File: src/rtl/rsc_control_unit.sv
// rsc_control_unit: hardwired Moore control unit for the 8-bit relatively simple CPU.
// Sequences fetch/decode/execute and drives register loads/increments, memory strobes,
// the encoded bus-driver select and the ALUS7..ALUS1 function code.
// Optional feature macro: MEM_WAIT_EN (memory states wait for MEM_READY).
// Parameter ILLEGAL_HALT: 1 = opcode with IR_OP[7:4]!=0 halts, 0 = executes as NOP.
module rsc_control_unit #(
    parameter bit ILLEGAL_HALT = 1'b0
) (
    input  logic       CLK,
    input  logic       RESET_N,
    input  logic [7:0] IR_OP,
    input  logic       Z,
    input  logic       MEM_READY,
    output logic [9:0] LOADS,
    output logic [2:0] BUS_SEL,
    output logic       READ,
    output logic       WRITE,
    output logic [6:0] ALUS,
    output logic       HALTED,
    output logic [4:0] STATE
);

    // LOADS bit positions: {AR_LOAD,AR_INC,PC_LOAD,PC_INC,DR_LOAD,TR_LOAD,IR_LOAD,R_LOAD,AC_LOAD,Z_LOAD}
    localparam logic [9:0] L_AR  = 10'b10_0000_0000;
    localparam logic [9:0] L_ARI = 10'b01_0000_0000;
    localparam logic [9:0] L_PC  = 10'b00_1000_0000;
    localparam logic [9:0] L_PCI = 10'b00_0100_0000;
    localparam logic [9:0] L_DR  = 10'b00_0010_0000;
    localparam logic [9:0] L_TR  = 10'b00_0001_0000;
    localparam logic [9:0] L_IR  = 10'b00_0000_1000;
    localparam logic [9:0] L_R   = 10'b00_0000_0100;
    localparam logic [9:0] L_AC  = 10'b00_0000_0010;
    localparam logic [9:0] L_Z   = 10'b00_0000_0001;

    localparam logic [2:0] B_NONE = 3'd0;
    localparam logic [2:0] B_MEM  = 3'd1;
    localparam logic [2:0] B_PC   = 3'd2;
    localparam logic [2:0] B_DR   = 3'd3;
    localparam logic [2:0] B_DRTR = 3'd4;
    localparam logic [2:0] B_R    = 3'd5;
    localparam logic [2:0] B_AC   = 3'd6;

    localparam logic [6:0] A_PASS = 7'b0000010;
    localparam logic [6:0] A_ADD  = 7'b0000011;
    localparam logic [6:0] A_SUB  = 7'b0001101;
    localparam logic [6:0] A_INAC = 7'b0001001;
    localparam logic [6:0] A_CLAC = 7'b0000000;
    localparam logic [6:0] A_AND  = 7'b1000000;
    localparam logic [6:0] A_OR   = 7'b1010000;
    localparam logic [6:0] A_XOR  = 7'b1100000;
    localparam logic [6:0] A_NOT  = 7'b1110000;

    // ADDR3 is split by destination so its outputs stay a pure function of state.
    typedef enum logic [4:0] {
        S_RST0 = 5'd0, S_FETCH1, S_FETCH2, S_FETCH3, S_DECODE,
        S_ADDR1, S_ADDR2, S_ADDR3M, S_ADDR3J,
        S_LD1, S_LD2, S_ST1, S_ST2,
        S_MVAC1, S_MOVR1, S_ADD1, S_SUB1, S_INAC1, S_CLAC1,
        S_AND1, S_OR1, S_XOR1, S_NOT1,
        S_JN1, S_JN2, S_HALT
    } state_t;

    typedef struct packed {
        logic [9:0] loads;
        logic [2:0] bus;
        logic       rd;
        logic       wr;
        logic [6:0] alus;
        logic       halt;
    } ctl_t;

    state_t state;
    state_t nxt;
    ctl_t   ctl;
    logic   stall;

    function automatic ctl_t decode(input state_t s);
        ctl_t d;
        d = '0;
        case (s)
            S_FETCH1: begin d.loads = L_AR;              d.bus = B_PC;                end
            S_FETCH2: begin d.loads = L_DR | L_PCI;      d.bus = B_MEM;  d.rd = 1'b1; end
            S_FETCH3: begin d.loads = L_IR | L_AR;       d.bus = B_PC;                end
            S_ADDR1:  begin d.loads = L_DR | L_PCI | L_ARI; d.bus = B_MEM; d.rd = 1'b1; end
            S_ADDR2:  begin d.loads = L_TR | L_DR | L_PCI;  d.bus = B_MEM; d.rd = 1'b1; end
            S_ADDR3M: begin d.loads = L_AR;              d.bus = B_DRTR;              end
            S_ADDR3J: begin d.loads = L_PC;              d.bus = B_DRTR;              end
            S_LD1:    begin d.loads = L_DR;              d.bus = B_MEM;  d.rd = 1'b1; end
            S_LD2:    begin d.loads = L_AC | L_Z;        d.bus = B_DR;   d.alus = A_PASS; end
            S_ST1:    begin d.loads = L_DR;              d.bus = B_AC;                end
            S_ST2:    begin                              d.bus = B_DR;   d.wr = 1'b1; end
            S_MVAC1:  begin d.loads = L_R;               d.bus = B_AC;                end
            S_MOVR1:  begin d.loads = L_AC | L_Z;        d.bus = B_R;    d.alus = A_PASS; end
            S_ADD1:   begin d.loads = L_AC | L_Z;        d.bus = B_R;    d.alus = A_ADD;  end
            S_SUB1:   begin d.loads = L_AC | L_Z;        d.bus = B_R;    d.alus = A_SUB;  end
            S_AND1:   begin d.loads = L_AC | L_Z;        d.bus = B_R;    d.alus = A_AND;  end
            S_OR1:    begin d.loads = L_AC | L_Z;        d.bus = B_R;    d.alus = A_OR;   end
            S_XOR1:   begin d.loads = L_AC | L_Z;        d.bus = B_R;    d.alus = A_XOR;  end
            S_INAC1:  begin d.loads = L_AC | L_Z;        d.bus = B_NONE; d.alus = A_INAC; end
            S_CLAC1:  begin d.loads = L_AC | L_Z;        d.bus = B_NONE; d.alus = A_CLAC; end
            S_NOT1:   begin d.loads = L_AC | L_Z;        d.bus = B_NONE; d.alus = A_NOT;  end
            S_JN1:    begin d.loads = L_PCI;                                          end
            S_JN2:    begin d.loads = L_PCI;                                          end
            S_HALT:   begin d.halt = 1'b1;                                            end
            default:  d = '0;
        endcase
        return d;
    endfunction

    // Next-state selection from current state, opcode and zero flag
    always_comb begin
        nxt = S_FETCH1;
        case (state)
            S_RST0:   nxt = S_FETCH1;
            S_FETCH1: nxt = S_FETCH2;
            S_FETCH2: nxt = S_FETCH3;
            S_FETCH3: nxt = S_DECODE;
            S_DECODE: begin
                if (IR_OP[7:4] != 4'h0) begin
                    nxt = ILLEGAL_HALT ? S_HALT : S_FETCH1;
                end else begin
                    case (IR_OP[3:0])
                        4'h0: nxt = S_FETCH1;
                        4'h1: nxt = S_ADDR1;
                        4'h2: nxt = S_ADDR1;
                        4'h3: nxt = S_MVAC1;
                        4'h4: nxt = S_MOVR1;
                        4'h5: nxt = S_ADDR1;
                        4'h6: nxt = Z ? S_ADDR1 : S_JN1;
                        4'h7: nxt = Z ? S_JN1 : S_ADDR1;
                        4'h8: nxt = S_ADD1;
                        4'h9: nxt = S_SUB1;
                        4'hA: nxt = S_INAC1;
                        4'hB: nxt = S_CLAC1;
                        4'hC: nxt = S_AND1;
                        4'hD: nxt = S_OR1;
                        4'hE: nxt = S_XOR1;
                        default: nxt = S_NOT1;
                    endcase
                end
            end
            S_ADDR1:  nxt = S_ADDR2;
            S_ADDR2:  nxt = ((IR_OP[3:0] == 4'h1) || (IR_OP[3:0] == 4'h2)) ? S_ADDR3M : S_ADDR3J;
            S_ADDR3M: nxt = (IR_OP[3:0] == 4'h1) ? S_LD1 : S_ST1;
            S_LD1:    nxt = S_LD2;
            S_ST1:    nxt = S_ST2;
            S_JN1:    nxt = S_JN2;
            S_HALT:   nxt = S_HALT;
            default:  nxt = S_FETCH1;
        endcase
    end

`ifdef MEM_WAIT_EN
    // A memory-access state holds until the memory acknowledges
    always_comb stall = (ctl.rd | ctl.wr) & ~MEM_READY;
`else
    logic unused_mem_ready;
    assign unused_mem_ready = MEM_READY;
    // Every state lasts exactly one cycle
    always_comb stall = 1'b0;
`endif

    // State register with outputs registered from the decode of the entered state
    always_ff @(posedge CLK or negedge RESET_N) begin
        if (!RESET_N) begin
            state <= S_RST0;
            ctl   <= '0;
        end else if (!stall) begin
            state <= nxt;
            ctl   <= decode(nxt);
        end
    end

    // Loads and increments fire only on the cycle a memory state completes
    always_comb begin
        LOADS   = ctl.loads & ~{10{stall}};
        BUS_SEL = ctl.bus;
        READ    = ctl.rd;
        WRITE   = ctl.wr;
        ALUS    = ctl.alus;
        HALTED  = ctl.halt;
        STATE   = state;
    end

endmodule

File: config.mk
export PLATFORM = sky130hd
export DESIGN_NAME = rsc_control_unit
export DESIGN_NICKNAME = d
export VERILOG_FILES = /design/src/rtl/rsc_control_unit.sv
export SDC_FILE = /design/constraint.sdc
export NUM_CORES = 1
export LEC_CHECK = 0
export ABC_AREA = 0
export BUFFER_PORTS_ARGS = -buffer_cell sky130_fd_sc_hd__buf_4
export CORE_ASPECT_RATIO = 1.75
export CORE_MARGIN = 10
export CORE_UTILIZATION = 52
export DETAILED_ROUTE_END_ITERATION = 7
export GPL_TIMING_DRIVEN = 0
export PLACE_DENSITY_LB_ADDON = 0.3
export SLEW_MARGIN = 25
export SYNTH_ARGS = -nofsm -noshare
export SYNTH_HDL_FRONTEND = slang
export SYNTH_SLANG_ARGS = --single-unit
File: constraint.sdc
create_clock -name CLK -period 2.95 [get_ports CLK]
set_input_delay 0.1475 -clock CLK [delete_from_list [all_inputs] [get_ports CLK]]
set_output_delay 0.1475 -clock CLK [all_outputs]
set_load 0.05 [all_outputs]
Word level (Yosys, flattened, before mapping)

Cells that the tools add are included.
Widths: inputs -> output; s select.

Reduce and logical (&&, ||, !) cells: 15
Eq/ne operators: 49
Mux-type cells: 13

Operators by type and width:

| kind               | number |
|---|---|
| $pmux 10 s10       | 1 |
| $pmux 5 s13        | 1 |
| $eq 5x5->1 const B | 12 |
| $pmux 7 s8         | 1 |
| $pmux 5 s11        | 1 |
| $eq 5x4->1 const B | 10 |
| $eq 5x3->1 const B | 7 |
| $eq 4x4->1 const B | 7 |
| $eq 5x2->1 const B | 4 |
| $pmux 3 s6         | 1 |
| $eq 4x3->1 const B | 4 |
| $reduce_or 2->1    | 8 |
| $mux 5             | 3 |
| $eq 5x1->1 const B | 2 |
| $reduce_or 10->1   | 1 |
| $eq 4x2->1 const B | 2 |
| $reduce_or 6->1    | 1 |
| $eq 4x1->1 const B | 1 |
| $logic_not 4->1    | 1 |
| $mux 4             | 1 |
| $reduce_bool 4->1  | 1 |
| $reduce_or 4->1    | 1 |
| $mux 1             | 3 |
| $reduce_or 3->1    | 1 |
| other kinds (2)    | 2 |

Bits of input ports: 12
Output and inout bits: 28
Bits in registers: 28
Logic and storage cells: 84

Logic depth before layout (Yosys ltp)

Gate-level depths: netlist (run 1).

Depth in word-level cells: 8
Depth in mapped cells: 9
Depth with buffers taken out: 8

Worst setup path before layout (run 1)

No wires, ideal clock.

Kind: register -> register
From: reg state[3] (netlist: STATE[3])
To: reg ctl, in the netlist BUS_SEL[0]
Required time: 2.886 ns
Data arrival time: 2.468 ns
Stages on the path, launching flop included: 9
Setup time: 0.064 ns
Setup slack: 0.417 ns
Clock period less this slack: 2.533 ns
Path buffers: 1
Path through: dfrtp_1 buf_4 nor2_2 nand4_2 o31ai_4 or4b_1 o211a_1 a21oi_2 a211o_1

Word-level cells in the longest chain between the ends: 5
Elaborated cells on any way between the ends: 37
Classes of those cells: 29 x eq/ne; 2 x mux; 6 x reduce/logical

Ends and longest elaborated chain:

| item                                                           | line | text |
|---|---|---|
| from (decl)                                                    | 72   | `state_t state;` |
| from (signal assigned)                                         | 169  | `state <= nxt;` |
| $eq 5x5->1, or another cell as far along                       | 113  | `case (state)` |
| $pmux 5 s11 (*)                                                | 113  |  |
| net nxt[4]                                                     | 73   | `state_t nxt;` |
| $eq 5x5->1, or another cell as far along                       | 80   | `case (s)` |
| $reduce_or 6->1 (no source line), or another cell as far along | --   |  |
| $pmux 3 s6 (*)                                                 | 80   |  |
| to (signal assigned)                                           | 170  | `ctl <= decode(nxt);` |
| to (decl)                                                      | 74   | `ctl_t ctl;` |

Mark *: on every way through the listed nets, which the timed path passes. The rest lies on a longest branch.

Worst setup path in the final report (run 1)

Same ends and word-level chain as after synthesis.

==> results of run 1 <==
-- stage by stage --
step	setup slack, ns	cells	instance area (um^2)
final	0.312	218	1950
after global routing	0.215	218	1950
after CTS	0.328	218	1950
after detailed placement	0.375	213	1890
after global placement	0.380	213	1890
after floorplan	0.417	149	1590
-- area by class of cell --
cell class,count,area (um^2),area share
clock buffer,3,41.3,0.0212
inverter,6,22.5,0.0116
multi-input combinational,107,808,0.415
tap,28,35.0,0.0180
buffer,9,80.1,0.0411
clock inverter,1,5.00,0.00257
timing repair buffer,37,280,0.144
sequential,27,676,0.347
-- state kept, by name (all words and copies together), names as in the netlist --
signal	flops
LOADS	9
ALUS	7
STATE	5
BUS_SEL	3
HALTED	1
READ	1
WRITE	1
-- kinds of logic (layout without fill, tap and decap cells) --
| family | Yosys count | in the layout | synth area share |
|---|---|---|---|
| AOI/OAI and AO/OA | 37 | 37 | 0.215 |
| xor gates and xnor gates | 7 | 7 | 0.0386 |
| buffers and inverters | 15 | 56 | 0.0647 |
| DFF | 27 | 27 | 0.426 |
| muxes | 3 | 3 | 0.0197 |
| and+or+nand+nor | 60 | 60 | 0.236 |
-- worst max-delay path, stage by stage (launching register included) --
cell	delay, ns
dfrtp_1	0.42
buf_4	0.18
nor2_2	0.21
nand4_2	0.25
o31ai_4	0.45
or4b_1	0.53
o211a_1	0.24
a21oi_2	0.16
a211o_1	0.13
-- cells in the final DEF, fill, tap and decap left out, types with 3 or more instances in the layout --
master / count
buf_2: 3
nor2b_1: 4
nor2_1: 12
o21ai_0: 4
nand3b_1: 3
dfrtp_1: 27
xnor2_1: 5
a21oi_1: 7
clkbuf_8: 5
buf_4: 38
nand3_1: 3
nand2_1: 10
nand2b_1: 4
inv_1: 5
-- how the worst max path moves through the flow --
stage | start | end | slack (ns) | cells after the start
3_5_place_dp | STATE[3] | BUS_SEL[0] | 0.38 | 8
3_3_place_gp | STATE[3] | BUS_SEL[0] | 0.38 | 8
6_report | STATE[3] | BUS_SEL[0] | 0.31 | 8
2_1_floorplan | STATE[3] | BUS_SEL[0] | 0.42 | 8
4_1_cts | STATE[3] | BUS_SEL[0] | 0.33 | 8
5_1_grt | STATE[3] | BUS_SEL[0] | 0.22 | 8
-- what timing repair did --
| item | in CTS | in global routing |
|---|---|---|
| setup buffers | 0 | 0 |
| hold buffers | 1 | 0 |
| hold endpoints to repair | 27 | 0 |
-- per-layer routing --
metal  vias to the layer above  part of all wire  track usage
met5                         -                 0            0
met4                         0             0.020       0.0562
met3                         9             0.064       0.0217
met2                        46              0.55        0.247
met1                       623              0.37        0.152
li1                        621                 -            -
-- power breakdown --
group	switching [mW]	internal, mW	leakage, nW
Sequential	0.0670	0.478	0.358
Clock	0.111	0.0948	0.0255
Combinational	0.999	0.538	0.555
Total	1.18	1.11	0.938
==> results.py, run 1 <==
metrics = {
    "layout": {
        "fillers": 247,
        "fin_util": 0.665,
        "nets": 203,
        "area_growth_pct": 22.8,
        "drive_gt1_frac": 0.358,
        "n_antenna_cell": 0,
    },
    "yosys": {
        "synth_edf_count": 0,
        "synth-warning-count": 0,
        "ys_seq_area_frac": 0.426,
        "netlist_area_um2": 1590,
        "async_reset_ff_frac": 1.00,
        "synth_top_area_share": 0.426,
        "synthTopCellsByCount": "dfrtp_1, nor2_1, nand2_1, a21oi_1",
        "synth_area_leaders": "dfrtp_1, nor2_1, xnor2_1",
        "yosysMostFrequentCell": "dfrtp_1",
        "ys_types": 62,
        "netlist_instances": 149,
        "yosys_register_bits": 27,
        "yosys.area.top_type": "dfrtp_1",
        "syn_area_per_cell_um2": 10.6,
        "dominantRegCellSynth": "dfrtp_1",
        "synth_nets": 161,
    },
    "timing": {
        "tightest_slew_ns": 0.532,
        "fin_worst_skew_ns": 0.00473,
        "setup_violations": 0,
        "rsz0062_at_grt": "false",
        "fin_crit_sh": 0.894,
        "hold_viol": 0,
        "slew_viol_final": 0,
        "holdWs_ns": 0.294,
        "fin_setup_tns_ns": 0,
        "slew_headroom": 0.643,
        "fmax_mhz": 379,
        "period_minus_slack_ns": 2.64,
    },
    "worst_setup_path": {
        "crit_arrival_ns": 2.85,
        "ff2ff_path_depth": 8,
        "crit_fanout": 10,
        "cp_data_required_time_ns": 3.17,
        "crit_path_start_kind": "flop",
        "r2r-end": "BUS_SEL[0]",
        "r2r_slack_ns": 0.31,
        "cp-end-kind": "flop",
        "critical_path_class": "reg -> reg",
        "r2r_start": "STATE[3]",
    },
    "floorplanning": {
        "die_width_um": 61.8,
        "rows": 26,
        "initial_core_util": 0.542,
        "core_area_um2": 2930,
        "die_area_um2": 5750,
        "io_pins": 40,
        "die-height_um": 93.1,
    },
    "clock_tree": {
        "cts_buffer_depth": 2,
        "cts_made_buffers": 3,
        "root_buffer": "clkbuf_8",
        "clk_pin_slew_worst_paths_ns": 0.09,
        "post_cts_resized": 0,
        "htreeDepth": 1,
        "cts.sinks": 27,
        "clk_latency_ns": 0.28,
        "cts_tree": "built",
    },
    "place": {
        "io_buffers": 36,
        "post-dp-hpwl_um": 3010,
        "gp_congestion": 0.866,
    },
    "detailed_routing": {
        "vias": 1299,
        "via_per_inst": 5.96,
        "wirelength_um": 3710,
        "wl_per_cell_um": 17.0,
        "drcViolationCount": 0,
        "drtAntennaViolNets": 0,
        "first_pass_iters": 4,
        "drt_iter0_markers": 33,
    },
    "outcome": {
        "status": "finished clean",
    },
    "grt": {
        "grt_pass1_wl_um": 6200,
        "antenna_found_initial": 0,
        "grt_pass1_vias": 1321,
        "grt-ovfl-total": 0,
        "grt_use_total": 0.138,
        "grt_max_degree": 28,
    },
    "min_path": {
        "hold_path.class": "in -> reg",
        "whs_path_depth": 3,
        "hp-start": "IR_OP[1]",
        "min_delay_worst_endpoint": "LOADS[5]",
    },
    "power": {
        "peakVddDrop_uv": 623,
        "leakagePower_nw": 0.938,
        "p_per_area_nw_per_um2": 1170,
        "finalPower_mw": 2.29,
    },
    "run": {
        "cap_violations": 0,
    },
}
No activity file was read; power rests on OpenSTA's default activity.
==> run 2, diff against run 1 <==
Settings changed: CELL_PAD_IN_SITES_DETAIL_PLACEMENT set to 1, CELL_PAD_IN_SITES_GLOBAL_PLACEMENT set to 1, CORE_UTILIZATION 52 to 40.
==> run 2 against run 1 <==
Effect of this change: non-clock buffer count unchanged; largest cell class unchanged; final area grew 1.3%; via count increased by 2.2%; clock skew down 0.0026 ns; highest routed layer unchanged; worst setup slack worse by 0.056 ns; flip-flop and latch count stayed put; core utilization decreased by 16 points.
==> results.py, run 2 (synthesized netlist as in run 1, its figures left out) <==
metrics = {
    "floorplanning": {
        "io_pins": 40,
        "core_area_um2": 3870,
        "die_area_um2": 6980,
        "die_width_um": 67.6,
        "rows": 30,
        "initial_core_util": 0.410,
        "die-height_um": 103,
    },
    "layout": {
        "final_common_cell": "buf_4",
        "fin_util": 0.510,
        "n_antenna_cell": 0,
        "nets": 203,
        "largest_reg_flops": 9,
        "drive_gt1_frac": 0.358,
        "final_cell_mix": "buf_4, dfrtp_1, nor2_1",
        "area_growth_pct": 24.4,
        "final_cell_area_um2": 1970,
    },
    "timing": {
        "slew_headroom": 0.611,
        "setup_violations": 0,
        "fin_worst_skew_ns": 0.00213,
        "fin_setup_tns_ns": 0,
        "slew_viol_final": 0,
        "fin_crit_sh": 0.913,
        "tightest_slew_ns": 0.579,
        "period_minus_slack_ns": 2.69,
        "rsz0062_at_grt": "false",
        "fmax_mhz": 371,
        "hold_viol": 0,
    },
    "clock_tree": {
        "cts_tree": "built",
        "clk_pin_slew_worst_paths_ns": 0.09,
        "post_cts_resized": 0,
        "clk_latency_ns": 0.27,
        "cts.sinks": 27,
        "cts_buffer_depth": 2,
        "cts_made_buffers": 3,
        "postCtsHoldBufs": 1,
        "htreeDepth": 1,
        "cts_setup_buffers": 0,
        "root_buffer": "clkbuf_8",
    },
    "grt": {
        "grt-ovfl-total": 0,
        "antenna_found_initial": 0,
        "grt_use_total": 0.134,
        "grt_max_degree": 28,
        "grt_pass1_vias": 1448,
        "grt_pass1_wl_um": 7210,
    },
    "worst_setup_path": {
        "cp_data_required_time_ns": 3.16,
        "r2r_slack_ns": 0.26,
        "r2r_start": "STATE[3]",
        "crit_arrival_ns": 2.91,
        "ff2ff_path_depth": 8,
        "r2r-end": "BUS_SEL[0]",
        "critical_path_class": "reg -> reg",
        "crit_path_start_kind": "flop",
        "cp-end-kind": "flop",
        "crit_fanout": 10,
    },
    "detailed_routing": {
        "wirelength_um": 4400,
        "drtAntennaViolNets": 0,
        "first_pass_iters": 4,
        "vias": 1327,
        "drcViolationCount": 0,
        "drt_iter0_markers": 20,
        "wl_per_cell_um": 18.5,
        "via_per_inst": 5.58,
    },
    "place": {
        "gp_congestion": 0.871,
        "post-dp-hpwl_um": 3610,
        "io_buffers": 36,
        "dpl-instance-area_um2": 1920,
    },
    "power": {
        "leakagePower_nw": 0.938,
        "switching_share": 0.525,
        "peakVddDrop_uv": 523,
        "p_comb_frac": 0.680,
        "internal_power_mw": 1.11,
        "p_per_area_nw_per_um2": 1190,
        "p_sw_mw": 1.23,
        "clkPwrFrac": 0.088,
        "pwr-share-seq": 0.232,
    },
    "min_path": {
        "hold_path.class": "in -> async",
    },
    "run": {
        "cap_violations": 0,
    },
    "outcome": {
        "status": "finished clean",
    },
}
[run 2: cell counts in the layout (fill, tap and decap cells not counted)]
No cell type changed its count.
[run 2: power groups by stage]
stage | clock, mW | combinational, mW | sequential (mW)
finish | 0.206 | 1.59 | 0.543
global route | 0.227 | 1.72 | 0.555
CTS | 0.211 | 1.60 | 0.544
detailed placement | 0 | 1.59 | 0.551
global placement | 0 | 1.53 | 0.548
floorplan | 0 | 0.810 | 0.891
[run 2: area by class of cell]
class                      count  area, um^2
multi-input combinational    107         808
clock buffer                   3        41.3
timing repair buffer          37         280
tap                           48        60.1
buffer                         9        80.1
sequential                    27         676
fill                         443        1890
inverter                       6        22.5
clock inverter                 1        5.00
[run 2: how the worst max path moves through the flow]
stage / start / to / slack [ns] / cells after the start
after floorplan: STATE[3] / BUS_SEL[0] / 0.42 / 8
after global placement: STATE[3] / BUS_SEL[0] / 0.34 / 8
after detailed placement: STATE[3] / BUS_SEL[0] / 0.31 / 8
after CTS: STATE[3] / BUS_SEL[0] / 0.27 / 8
after global routing: STATE[3] / BUS_SEL[0] / 0.12 / 8
final: STATE[3] / BUS_SEL[0] / 0.26 / 8
[run 2: per-layer routing]
metal	GRT usage	vias up	share of wire
met5	0	-	0
met3	0.0280	13	0.060
met1	0.130	659	0.35
met4	0.0841	0	0.040
li1	-	616	-
met2	0.243	39	0.55
[run 2: per-stage QoR]
stage	setup WS, ns	power, mW	instances	hold slack [ns]
after floorplan	0.417	1.70	149	-0.148
after global placement	0.336	2.08	233	0.0634
after detailed placement	0.313	2.14	233	0.0737
after CTS	0.274	2.36	238	0.312
after global routing	0.124	2.50	238	0.342
final	0.256	2.34	238	0.312
[run 2: worst max-delay path: stages, from the launching register on]
cell and delay, ns:
dfrtp_1 0.41, buf_4 0.18, nor2_2 0.23, nand4_2 0.25
o31ai_4 0.47, or4b_1 0.54, o211a_1 0.24, a21oi_2 0.17
a211o_1 0.14
